<file path="src/rtl/char_buf_arbiter.sv">
// char_buf_arbiter: 256x8 text-overlay character buffer with a round-robin, vblank-gated write arbiter.
// A clear sequencer fills the buffer with FILL_CHAR after reset and on clear_req.
module char_buf_arbiter #(
    parameter int          N_REQ     = 2,
    parameter logic [7:0]  FILL_CHAR = 8'h20
) (
    input  logic               clk,
    input  logic               rst,
    input  logic               vblnk,
    input  logic [7:0]         char_xy,
    output logic [7:0]         char_code,
    input  logic [N_REQ-1:0]   req_valid,
    input  logic [N_REQ*8-1:0] req_addr,
    input  logic [N_REQ*8-1:0] req_char,
    output logic [N_REQ-1:0]   req_ready,
    input  logic               clear_req,
    output logic               clear_busy
);
    typedef enum logic {S_CLEAR, S_IDLE} state_t;
    state_t      r_state, w_state_nx;
    logic [7:0]  r_clr_addr, w_clr_nx;
    logic [1:0]  r_rr_ptr, w_ptr_nx;
    logic [1:0]  w_gnt;
    logic [2:0]  w_idx;
    logic        w_any, w_wr, w_we;
    logic [7:0]  w_waddr, w_wdata;
    logic [7:0]  r_mem [256];
    logic [7:0]  r_char_code;
    // First valid requester at or after r_rr_ptr: scan offsets high to low so the smallest offset wins.
    always_comb begin
        w_gnt = '0;
        w_any = 1'b0;
        w_idx = '0;
        for (int k = N_REQ - 1; k >= 0; k--) begin
            w_idx = {1'b0, r_rr_ptr} + 3'(k);
            if (w_idx >= 3'(N_REQ)) w_idx = w_idx - 3'(N_REQ);
            for (int j = 0; j < N_REQ; j++) begin
                if (w_idx == 3'(j) && req_valid[j]) begin
                    w_gnt = 2'(j);
                    w_any = 1'b1;
                end
            end
        end
    end
    assign w_wr      = (r_state == S_IDLE) && !clear_req && vblnk && w_any;
    assign req_ready = w_wr ? N_REQ'(1) << w_gnt : '0;
    assign clear_busy = (r_state == S_CLEAR);
    always_comb begin
        w_waddr = r_clr_addr;
        w_wdata = FILL_CHAR;
        if (r_state == S_IDLE) begin
            for (int k = 0; k < N_REQ; k++) begin
                if (w_gnt == 2'(k)) begin
                    w_waddr = req_addr[8*k +: 8];
                    w_wdata = req_char[8*k +: 8];
                end
            end
        end
    end
    // A write landing on the same edge as rst is dropped.
    assign w_we = !rst && (clear_busy || w_wr);
    always_comb begin
        w_state_nx = r_state;
        w_clr_nx   = r_clr_addr;
        w_ptr_nx   = r_rr_ptr;
        if (r_state == S_CLEAR) begin
            w_clr_nx = r_clr_addr + 8'd1;
            if (r_clr_addr == 8'hFF) w_state_nx = S_IDLE;
        end else if (clear_req) begin
            w_state_nx = S_CLEAR;
            w_clr_nx   = 8'd0;
        end else if (w_wr) begin
            w_ptr_nx = (w_gnt == 2'(N_REQ - 1)) ? 2'd0 : w_gnt + 2'd1;
        end
    end
    always_ff @(posedge clk) begin
        if (rst) begin
            r_state    <= S_CLEAR;
            r_clr_addr <= 8'd0;
            r_rr_ptr   <= 2'd0;
        end else begin
            r_state    <= w_state_nx;
            r_clr_addr <= w_clr_nx;
            r_rr_ptr   <= w_ptr_nx;
        end
    end
    always_ff @(posedge clk) begin
        if (w_we) r_mem[w_waddr] <= w_wdata;
    end
    always_ff @(posedge clk) begin
        if (rst) r_char_code <= 8'd0;
        else     r_char_code <= r_mem[char_xy];
    end
    assign char_code = r_char_code;
endmodule

</file>
<file path="config.mk">
export PLATFORM = sky130hd
export DESIGN_NAME = char_buf_arbiter
export DESIGN_NICKNAME = d
export VERILOG_FILES = /design/src/rtl/char_buf_arbiter.sv
export SDC_FILE = /design/constraint.sdc
export NUM_CORES = 2
export LEC_CHECK = 0
export BUFFER_PORTS_ARGS = -buffer_cell sky130_fd_sc_hd__buf_2
export CORE_AREA = 4 4 377 379
export CTS_BUF_LIST = sky130_fd_sc_hd__clkbuf_8
export DETAILED_ROUTE_END_ITERATION = 16
export DIE_AREA = 0 0 381 383
export PLACE_DENSITY = 0.79
export REMOVE_ABC_BUFFERS = 1
export SYNTH_ARGS = -nofsm -noshare
export SYNTH_HDL_FRONTEND = slang
export SYNTH_SLANG_ARGS = --single-unit
</file>
<file path="constraint.sdc">
create_clock -name clk -period 12 [get_ports clk]
set_clock_uncertainty 0.2 [all_clocks]
set_input_delay 2.4 -clock clk [delete_from_list [all_inputs] [get_ports clk]]
set_output_delay 2.4 -clock clk [all_outputs]
set_load 0.005 [all_outputs]
</file>
# Yosys cells after proc, flatten, opt, wreduce, memory -nomap -nowiden
# Memories as Yosys holds them, arrays and structs flattened. A register that Yosys moved wholly into a read port is not among the register bits.
# Index checks and enable logic that the tools add are counted.
# word_totals
ff_bits,11
latch_bits,0
ram_bits,2048
rom_bits,0
in_bits,46
mem_count,1
# op_classes
addsub,5
multipliers,0
n_div,0
order_cmp,2
eq_ne,5
shifts,1
mux,24
bitwise_logic,2
n_reduce_logical,15
# mem_list
name,words,width,rd,rd_clocked_by_memory_dff,wr,line_no,source
r_mem,256,8,1,1,1,27,logic [7:0] r_mem [256];
# op_table
operator,count
$mux 8,8
$mux 1,10
$add 8x1->8 const B,1
$eq 8x8->1 const B,1
$logic_and 1x1->1,8
$mux 2,4
$eq 3x1->1 const B,2
$logic_not 3->1,2
$mux 3,2
$add 2x1->3 const B,1
$ge 3x2->1 const B,1
$reduce_and 3->1,1
$sub 2x2->3 const B,1
$sub 3x2->3 const B,1
$add 2x1->2 const B,1
$eq 2x1->1 const B,1
$ge 2x2->1 const B,1
$logic_not 1->1,2
$logic_not 2->1,1
$ne 2x2->1 const B,1
$not 1->1,2
$shl 1x2->2 const A,1
$logic_or 1x1->1,1

# Depth between registers and ports, before layout
# depth
ltp_word,14
depth_mapped,12
mapped_depth_nobuf,6

# Worst setup path after synthesis
# Ideal clock, no wire load.
# synth_path
path_kind,in2reg
from,in req_valid[0]
to,mem r_mem[0][0] (data pin)
arrival_ns,9.919
required_time_ns,10.226
path_slack_ns,0.308
cell_stages,4
n_path_buf,0
cell_sequence,clkinv_1 o21ai_1 nand2_1 a21oi_1
# synth_between
elab_chain_len,7
# synth_lines
item,line_no,source
start: declaration,12,"input logic [N_REQ-1:0] req_valid,"
$logic_and 1x1->1 (*),38,if (w_idx == 3'(j) && req_valid[j]) begin
$mux 2 (*) (2 in a row),38,
$logic_not 2->1,53,if (w_gnt == 2'(k)) begin
$mux 8,53,
$mux 8 (*),53,
$mux 8 (*),51,if (r_state == S_IDLE) begin
net w_wdata[0],26,"logic [7:0] w_waddr, w_wdata;"
end: declaration,27,
# Mark *: on every way through the listed nets, which the timed path passes. The rest lies on a longest branch.

==> metrics.yaml <==
outcome: "complete, but fails checks"
failed_checks: "max-capacitance violations"
crit_start: "char_xy[0]"
drive_gt1_frac: 0.221
start_kind: "primary input"
slew_violations: 0
hpwl_um: 120000
nNetsFinal: 4305
io_buffers: 56
antenna_left: 0
clk_path_buf_depth: 4
path_max_fanout: 79
drt-wirelength-per-cell_um: 32.1
ff2ff_setup_slack_ns: 6.79
clk-insertion-delay-late_ns: 1.03
mostFrequentLayoutCells: "edfxtp_1 (2048), mux4_2 (394), clkbuf_8 (336), nor2_1 (328), mux2i_1 (219)"
cts_hold_buf: 0
worst-r2r-cell-count: 7
start_util: 0.586
drtPass1Iterations: 6
grt_max_degree: 205
dieArea_um2: 146000
dp.cells: 5734
gp_congestion: 0.900
final.setup.tns_ns: 0
grt_pass1_vias: 42300
ys_dominant_reg_cell: "edfxtp_1"
layout-area-overhead-vs-synth_pct: 9.09
path_class: "in2reg"
finalCriticalPeriod_ns: 6.42
syn_area_um2: 81300
rsz0062_at_grt: "false"
crit_required_ns: 12.69
fmax_mhz: 156
wirelength_um: 202000
p_leak_nw: 28.7
maxCapViolCount: 1
slew_headroom: 0.0134
drt_iter0_drc: 6550
htreeDepth: 5
io_pins: 57
synth_edf_count: 2048
die_h_um: 383
ys_warn_count: 0
antenna_found_initial: 14
cts_tree: "built"
total_power_mw: 13.8
postSynthCellCount: 4068
mostFrequentLayoutCell: "edfxtp_1"
ctsResizeCount: 0
post-route-period-util: 0.535
synthArstFlopShare: 0
grt_usage: 0.277
fillers: 8801
synth_area_per_cell_um2: 20.0
final_core_util: 0.639
grt_overflow: 0
cts_buffers: 329
num_vias: 43100
yosysUniqueCellTypes: 74
hp-class: "reg2reg"
root_buffer: "clkbuf_8"
holdWs_ns: 0.308
timing.rr.start: "r_state$_SDFF_PP0_"
cts.sinks: 2066
drc: 0
grt_pass1_wl_um: 292000
setup_violations: 0
worstSetupEndpointType: "register"
crit_end: "char_code[4]$_SDFF_PP0_"
ys_seq_area_frac: 0.761
num_rows: 137
r2r_end: "r_mem[97][1]$_DFFE_PP_"
powerDensity_nw_per_um2: 155
via_per_inst: 6.84
cts.clk_slew.worst_paths_ns: 0.06
synth-seq-cells: 2066
max_slew.worst_pin.slew_ns: 1.48
vdd_drop_max_mv: 0.100
die_w_um: 381
final-hold-violation-count: 0
postCtsSetupRepairBufs: 0
coreArea_um2: 139000
worstPathArrival_ns: 7.11
instances_no_fill: 6301
min_from: "r_clr_addr[7]$_SDFFE_PP0P_"
-- how the worst min path moves through the flow --
| stage | to | slack, ns | depth (start not counted) |
|---|---|---|---|
| finish | r_state$_SDFF_PP0_ | 0.31 | 2 |
| global placement | r_clr_addr[5]$_SDFFE_PP0P_ | 0.30 | 1 |
| global route | r_state$_SDFF_PP0_ | 0.35 | 2 |
| floorplan | r_clr_addr[5]$_SDFFE_PP0P_ | 0.26 | 1 |
| CTS | r_state$_SDFF_PP0_ | 0.31 | 2 |
| detailed placement | r_state$_SDFF_PP0_ | 0.31 | 2 |
-- cells by family (layout without fill, tap and decap cells) --
| kind of cell | count (synthesis) | in the layout | share of synthesized area |
|---|---|---|---|
| AOI/OAI and AO/OA | 426 | 426 | 0.0384 |
| other | 0 | 8 | 0 |
| and+or+nand+nor | 646 | 646 | 0.0355 |
| buffers and inverters | 263 | 681 | 0.0216 |
| DFF | 2066 | 2066 | 0.761 |
| adders and majority gates | 1 | 1 | 0.000154 |
| muxes | 666 | 666 | 0.144 |
-- registers in the layout, summed over array words and instances, names as in the netlist --
signal,count
r_clr_addr,8
char_code,8
r_rr_ptr,1
r_state,1
r_mem,2048
-- routing by layer --
metal	vias to the layer above	global-route usage	part of all wire
met3	575	0.0922	0.13
met1	21800	0.379	0.36
met5	-	0	0.00045
li1	17300	-	-
met4	14	0.121	0.048
met2	3359	0.412	0.46
-- area by class of cell --
type	count	area (um2)	share of cell area
well taps	1807	2260	0.0255
inverters	6	23.8	0.000268
clock inverters	223	1100	0.0124
multi-input cells	1739	17900	0.202
diodes	8	20.0	0.000226
repair buffers	116	895	0.0101
clock buffers	336	4620	0.0521
flip-flops and latches	2066	61900	0.697
-- cells in the mapped netlist (all sizes together), types with 8 or more instances --
cell | n | area, um2
nor2 | 329 | 1230
a31oi | 14 | 87.6
dfxtp | 18 | 360
mux4 | 394 | 8870
a311oi | 11 | 103
edfxtp | 2048 | 61500
and3 | 17 | 106
nor2b | 16 | 100
o21ai | 61 | 305
or3 | 9 | 56.3
o221ai | 66 | 591
o211ai | 23 | 173
nor3 | 76 | 380
a221oi | 37 | 330
nand3 | 46 | 230
o22ai | 37 | 231
buf | 147 | 1320
mux2i | 219 | 2190
nand4 | 14 | 87.6
a21oi | 44 | 224
mux2 | 53 | 623
a2111oi | 18 | 171
clkbuf | 110 | 415
and2 | 8 | 50.1
nor4 | 9 | 56.3
nand2b | 10 | 62.6
nand2 | 91 | 342
a211oi | 20 | 150
a22oi | 55 | 413
-- worst max-delay path, cell delays in order --
cell and delay (ns):
buf_8 0.51, buf_12 0.50, buf_4 0.76, mux4_2 0.60, a2111oi_0 1.19, nor3_1 0.28, and3_1 0.28, a41o_1 0.24
-- metrics by stage --
step	setup WS [ns]	area, um2
global route	5.52	88700
floorplan	0.308	79600
global placement	4.91	83000
CTS	5.89	88700
finish	5.58	88700
detailed placement	4.87	83000
-- power by group --
group / total [mW] / internal [mW] / switching, mW
Clock: 5.38 / 2.74 / 2.64
Combinational: 0.567 / 0.213 / 0.354
Sequential: 7.83 / 7.82 / 0.00843
Note: power is estimated with default switching activity, not from simulation.
